## src/rtl/bus_bridge_frame_decoder.sv

```systemverilog
`default_nettype none
// ============================================================================
// Module      : bus_bridge_frame_decoder
// Description : Buffers {mode, addr, data} frames from the UART receiver in a
//               small FIFO, issues each one on a parallel request handshake
//               and returns read responses to the UART transmitter.
//               Optional feature macro: BRIDGE_RSP_TIMEOUT_EN (read-response
//               timeout that returns all-ones after TIMEOUT_CYCLES).
// Revision    : 1.0 - initial release
// ============================================================================
module bus_bridge_frame_decoder #(
    parameter int DATA_WIDTH     = 8,
    parameter int ADDR_WIDTH     = 12,
    parameter int FIFO_DEPTH     = 4,
    parameter int TIMEOUT_CYCLES = 4096
) (
    input  logic                                clk,
    input  logic                                rst,
    input  logic                                rx_ready,
    input  logic [DATA_WIDTH+ADDR_WIDTH:0]      rx_data,
    output logic                                req_valid,
    input  logic                                req_ready,
    output logic                                req_mode,
    output logic [ADDR_WIDTH-1:0]               req_addr,
    output logic [DATA_WIDTH-1:0]               req_wdata,
    input  logic                                rsp_valid,
    input  logic [DATA_WIDTH-1:0]               rsp_rdata,
    output logic                                tx_en,
    output logic [DATA_WIDTH-1:0]               tx_data,
    input  logic                                tx_busy,
    output logic                                overflow
);

    localparam int FRAME_W = DATA_WIDTH + ADDR_WIDTH + 1;
    localparam int PTR_W   = $clog2(FIFO_DEPTH);
    localparam int CNT_W   = PTR_W + 1;

    localparam logic [2:0] c_IDLE     = 3'd0;
    localparam logic [2:0] c_ISSUE    = 3'd1;
    localparam logic [2:0] c_WAIT_RSP = 3'd2;
    localparam logic [2:0] c_SEND     = 3'd3;
    localparam logic [2:0] c_WAIT_TX  = 3'd4;

    logic                  r_rx_ready_q;
    logic [FRAME_W-1:0]    r_mem [FIFO_DEPTH];
    logic [PTR_W-1:0]      r_wr_ptr;
    logic [PTR_W-1:0]      r_rd_ptr;
    logic [CNT_W-1:0]      r_count;
    logic                  r_overflow;
    logic [2:0]            r_state;
    logic [2:0]            w_state_nxt;
    logic                  r_req_mode;
    logic [ADDR_WIDTH-1:0] r_req_addr;
    logic [DATA_WIDTH-1:0] r_req_wdata;
    logic [DATA_WIDTH-1:0] r_tx_data;

    logic                  w_push_edge;
    logic                  w_fifo_full;
    logic                  w_fifo_empty;
    logic                  w_pop;
    logic                  w_push;
    logic                  w_tx_capture;
    logic [DATA_WIDTH-1:0] w_tx_capture_data;
    logic [FRAME_W-1:0]    w_head;

    // One push per rising edge of rx_ready; a full FIFO still accepts when
    // the head leaves in the same cycle.
    assign w_push_edge  = rx_ready & ~r_rx_ready_q;
    assign w_fifo_full  = (r_count == CNT_W'(FIFO_DEPTH));
    assign w_fifo_empty = (r_count == '0);
    assign w_push       = w_push_edge & (~w_fifo_full | w_pop);
    assign w_head       = r_mem[r_rd_ptr];

`ifdef BRIDGE_RSP_TIMEOUT_EN
    localparam int TO_W = $clog2(TIMEOUT_CYCLES + 1);
    logic [TO_W-1:0] r_to_cnt;
    logic            w_to_expired;

    assign w_to_expired = (r_to_cnt == TO_W'(TIMEOUT_CYCLES - 1));

    // Timeout counter: held at zero outside WAIT_RSP so it starts clean on entry.
    always_ff @(posedge clk) begin
        if (rst || (r_state != c_WAIT_RSP)) begin
            r_to_cnt <= '0;
        end else begin
            r_to_cnt <= r_to_cnt + TO_W'(1);
        end
    end
`endif

    // Next-state and pop/capture decode.
    always_comb begin
        w_state_nxt       = r_state;
        w_pop             = 1'b0;
        w_tx_capture      = 1'b0;
        w_tx_capture_data = rsp_rdata;
        case (r_state)
            c_IDLE: begin
                if (!w_fifo_empty) begin
                    w_pop       = 1'b1;
                    w_state_nxt = c_ISSUE;
                end
            end
            c_ISSUE: begin
                if (req_ready) begin
                    w_state_nxt = r_req_mode ? c_IDLE : c_WAIT_RSP;
                end
            end
            c_WAIT_RSP: begin
                if (rsp_valid) begin
                    w_tx_capture = 1'b1;
                    w_state_nxt  = c_SEND;
                end
`ifdef BRIDGE_RSP_TIMEOUT_EN
                else if (w_to_expired) begin
                    w_tx_capture      = 1'b1;
                    w_tx_capture_data = '1;
                    w_state_nxt       = c_SEND;
                end
`endif
            end
            c_SEND: begin
                if (tx_busy) begin
                    w_state_nxt = c_WAIT_TX;
                end
            end
            c_WAIT_TX: begin
                if (!tx_busy) begin
                    w_state_nxt = c_IDLE;
                end
            end
            default: w_state_nxt = c_IDLE;
        endcase
    end

    // State register.
    always_ff @(posedge clk) begin
        if (rst) begin
            r_state <= c_IDLE;
        end else begin
            r_state <= w_state_nxt;
        end
    end

    // Frame storage; contents need no reset since the count qualifies them.
    always_ff @(posedge clk) begin
        if (w_push) begin
            r_mem[r_wr_ptr] <= rx_data;
        end
    end

    // FIFO pointers, occupancy, edge detector and sticky overflow flag.
    always_ff @(posedge clk) begin
        if (rst) begin
            r_rx_ready_q <= 1'b0;
            r_wr_ptr     <= '0;
            r_rd_ptr     <= '0;
            r_count      <= '0;
            r_overflow   <= 1'b0;
        end else begin
            r_rx_ready_q <= rx_ready;
            if (w_push) begin
                r_wr_ptr <= r_wr_ptr + PTR_W'(1);
            end
            if (w_pop) begin
                r_rd_ptr <= r_rd_ptr + PTR_W'(1);
            end
            case ({w_push, w_pop})
                2'b10:   r_count <= r_count + CNT_W'(1);
                2'b01:   r_count <= r_count - CNT_W'(1);
                default: r_count <= r_count;
            endcase
            if (w_push_edge && !w_push) begin
                r_overflow <= 1'b1;
            end
        end
    end

    // Request fields load from the FIFO head; reads carry zero write data.
    always_ff @(posedge clk) begin
        if (rst) begin
            r_req_mode  <= 1'b0;
            r_req_addr  <= '0;
            r_req_wdata <= '0;
        end else if (w_pop) begin
            r_req_mode  <= w_head[FRAME_W-1];
            r_req_addr  <= w_head[FRAME_W-2:DATA_WIDTH];
            r_req_wdata <= w_head[DATA_WIDTH-1:0] & {DATA_WIDTH{w_head[FRAME_W-1]}};
        end
    end

    // Response byte capture for the UART transmitter.
    always_ff @(posedge clk) begin
        if (rst) begin
            r_tx_data <= '0;
        end else if (w_tx_capture) begin
            r_tx_data <= w_tx_capture_data;
        end
    end

    assign req_valid = (r_state == c_ISSUE);
    assign tx_en     = (r_state == c_SEND);
    assign req_mode  = r_req_mode;
    assign req_addr  = r_req_addr;
    assign req_wdata = r_req_wdata;
    assign tx_data   = r_tx_data;
    assign overflow  = r_overflow;

endmodule
`default_nettype wire
```

## config.mk

```make
export PLATFORM = sky130hd
export DESIGN_NAME = bus_bridge_frame_decoder
export DESIGN_NICKNAME = d
export VERILOG_FILES = /design/src/rtl/bus_bridge_frame_decoder.sv
export SDC_FILE = /design/constraint.sdc
export NUM_CORES = 1
export LEC_CHECK = 0
export BUFFER_PORTS_ARGS = -buffer_cell sky130_fd_sc_hd__buf_2
export CORE_ASPECT_RATIO = 0.9
export CORE_UTILIZATION = 57
export DETAILED_ROUTE_END_ITERATION = 8
export PLACE_DENSITY = 0.79
export SETUP_SLACK_MARGIN = 0.05
export SYNTH_ARGS = -nofsm -noshare
export SYNTH_HDL_FRONTEND = slang
export SYNTH_SLANG_ARGS = --single-unit
```

## constraint.sdc

```tcl
create_clock -name clk -period 3.5 [get_ports clk]
set_input_delay 0 -clock clk [delete_from_list [all_inputs] [get_ports clk]]
set_output_delay 0 -clock clk [all_outputs]
set_load 0.02 [all_outputs]
```

==> flow_summary.yaml <==
placement:
  gp_congestion: 0.7584
  placed_area_um2: 5409
  io_buffers: 66
  dp_hpwl_mm: 5.447
power_and_ir_drop:
  p_leak_nw: 2.316
  p_per_area_nw_per_um2: 758.7
  irDropWorstVdd_v: 0.0004255
final_layout:
  final_cell_mix: "edfxtp_1, buf_2, dfxtp_1, dlygate4sd3_1"
  drive_gt1_frac: 0.3596
  nNetsFinal: 458
  area.growth.synth_to_final_pct: 26.24
  fillers: 506
  diodes: 0
  multi_input_area_um2: 1454
  regArea_um2: 3383
  final_common_cell: "edfxtp_1"
  fin_util: 0.7615
  stdcell_area_um2: 6291
grt:
  grt_max_degree: 37
  grtUsageTotal: 0.2249
  grt_pass1_wl_mm: 14.92
  grt_pass1_vias: 3011
  globalRoute.totalOverflow: 0
  grt_antenna_before_repair: 0
logic_synthesis:
  yosys_warnings: 0
  synth_edf_count: 84
  synthDistinctLibCells: 43
  yosys_most_used_dff: "edfxtp_1"
  ys_seq_area_frac: 0.6789
  syn_area_per_cell_um2: 16.02
  synthCells: 311
  synth-seq-cells: 127
  synth_area_um2: 4984
  synth_fp_nets: 351
  async_reset_ff_frac: 0
floorplanning:
  fp.coreArea_um2: 8262
  ios: 67
  start_util: 0.6032
  die_height_um: 90.71
  dieArea_um2: 9121
  num_rows: 31
  die_w_um: 100.6
clocking:
  path_clk_slew_ns: 0.06
  post_cts_buffers: 0
  clock_latency_ns: 0.52
  clock_sinks: 127
  cts_tree: "yes"
  root_buffer: "clkbuf_8"
  cts_made_buffers: 17
  clockBufferDepth: 2
  htreeDepth: 4
timing:
  slew_viol_final: 0
  layout_min_cycle_time_ns: 2.826
  rsz0062_at_grt: "false"
  setup_viol: 0
  max_clock_freq_mhz: 353.8
  holdWs_ns: 0.04215
  timing.final.crit_share: 0.8075
  tightest_slew_ns: 0.7564
  clock_skew_ns: 0.01347
  slew_headroom: 0.4957
  setup_tns_ns: 0
  hold_viol_final: 0
min_path:
  hold_class: "in2reg"
critical_path:
  critical_path_arrival_ns: 3.19
  r2r_slack_ns: 0.67
  worst-setup-path-type: "reg2reg"
  cp.required_ns: 3.87
  endpoint_kind: "flip-flop"
  path_max_fanout: 17
  start_kind: "flip-flop"
drt:
  drtAntennaViolNets: 0
  drc_errors: 0
  wl_per_cell_um: 17.09
  via_count: 2954
  first_pass_iters: 5
  drt_iter0_markers: 162
  totalWireLength_mm: 9.331
  vias_per_cell: 5.410
flow_run:
  drv_cap: 0
outcome:
  status: "finished, final reports clean"
==> what timing repair did <==
action | 4_1_cts | 5_1_grt
hold buffers | 32 | 0
hold endpoints to repair | 95 | 0
gates resized for setup | 0 | 0
endpoints found under the setup margin | 0 | 0
==> state kept, by name (all words and copies together), names as in the netlist, named ones only <==
register      count
r_mem            84
req_addr         12
req_wdata         8
tx_data           8
r_count           3
r_state           3
r_rd_ptr          2
r_wr_ptr          2
overflow          1
r_rx_ready_q      1
req_mode          1
==> power breakdown <==
| group | internal [mW] | switching, mW | leakage [nW] |
|---|---|---|---|
| Combinational | 0.469 | 0.697 | 0.932 |
| Clock | 1.02 | 0.648 | 0.266 |
| Sequential | 1.79 | 0.149 | 1.12 |
| Total | 3.28 | 1.49 | 2.32 |
==> critical path, cell delays in order (launching register included) <==
cell and delay (ns):
dfxtp_1 0.41, or3_1 0.58, nor2_8 0.40, nand2_1 0.12, fa_1 0.44, or3_1 0.42
a32oi_1 0.22, a21oi_1 0.09
==> logic make-up (layout without fill, tap and decap cells) <==
logic type,after synthesis,in the layout,share of synthesized area
simple gates,77,77,0.08762
compound gates,36,36,0.06428
flops,127,127,0.6789
buf+inv,29,149,0.02937
xor+xnor,5,5,0.008787
fa+ha+maj,5,5,0.01406
mux,32,32,0.1170
==> per-stage QoR <==
stage | power, mW | instances | worst slack (ns)
after floorplan | 2.835 | 311 | 0.9646
after global placement | 3.063 | 482 | 0.7841
after detailed placement | 3.101 | 482 | 0.6851
after CTS | 4.808 | 546 | 0.6682
after global routing | 4.973 | 546 | 0.5006
final | 4.773 | 546 | 0.6739
==> synth_stat cells, types with 5 or more instances <==
cell / count / share of area
nand2_1: 21 / 0.016
mux4_2: 21 / 0.095
buf_2: 6 / 0.0060
a21oi_2: 9 / 0.016
inv_1: 12 / 0.0090
a21oi_1: 9 / 0.0090
dfxtp_1: 43 / 0.17
nand2_2: 9 / 0.011
o2bb2ai_2: 5 / 0.015
clkbuf_1: 7 / 0.0053
edfxtp_1: 84 / 0.51
xnor2_1: 5 / 0.0088
mux2i_1: 11 / 0.022
nor2_1: 19 / 0.014
==> layer usage <==
metal  part of all wire  vias up  global-route usage
met2               0.51       93              0.3733
met3              0.040       17             0.05728
li1                   -     1374                   -
met5                  0        -                   0
met4              0.019        0              0.1039
met1               0.43     1470              0.2759
==> layout make-up <==
cell class / instances / share of cell area
Inverter: 12 / 0.007160
Sequential cell: 127 / 0.5378
Multi-Input combinational cell: 155 / 0.2311
Tap cell: 115 / 0.02287
Clock inverter: 12 / 0.02168
Clock buffer: 20 / 0.06762
Timing Repair Buffer: 105 / 0.1118
==> worst paths after layout <==
kind	start	end	depth (start not counted)
hold / removal	rst	tx_data[4]$_SDFFE_PP0P_	2
setup / recovery	r_state[1]$_SDFFE_PP0P_	r_count[2]$_SDFFE_PP0P_	7
setup reg to reg	r_state[1]$_SDFFE_PP0P_	r_count[2]$_SDFFE_PP0P_	7
hold reg to reg	req_addr[2]$_SDFFE_PP0P_	req_addr[2]$_SDFFE_PP0P_	2
Note: power is estimated with default switching activity, not from simulation.
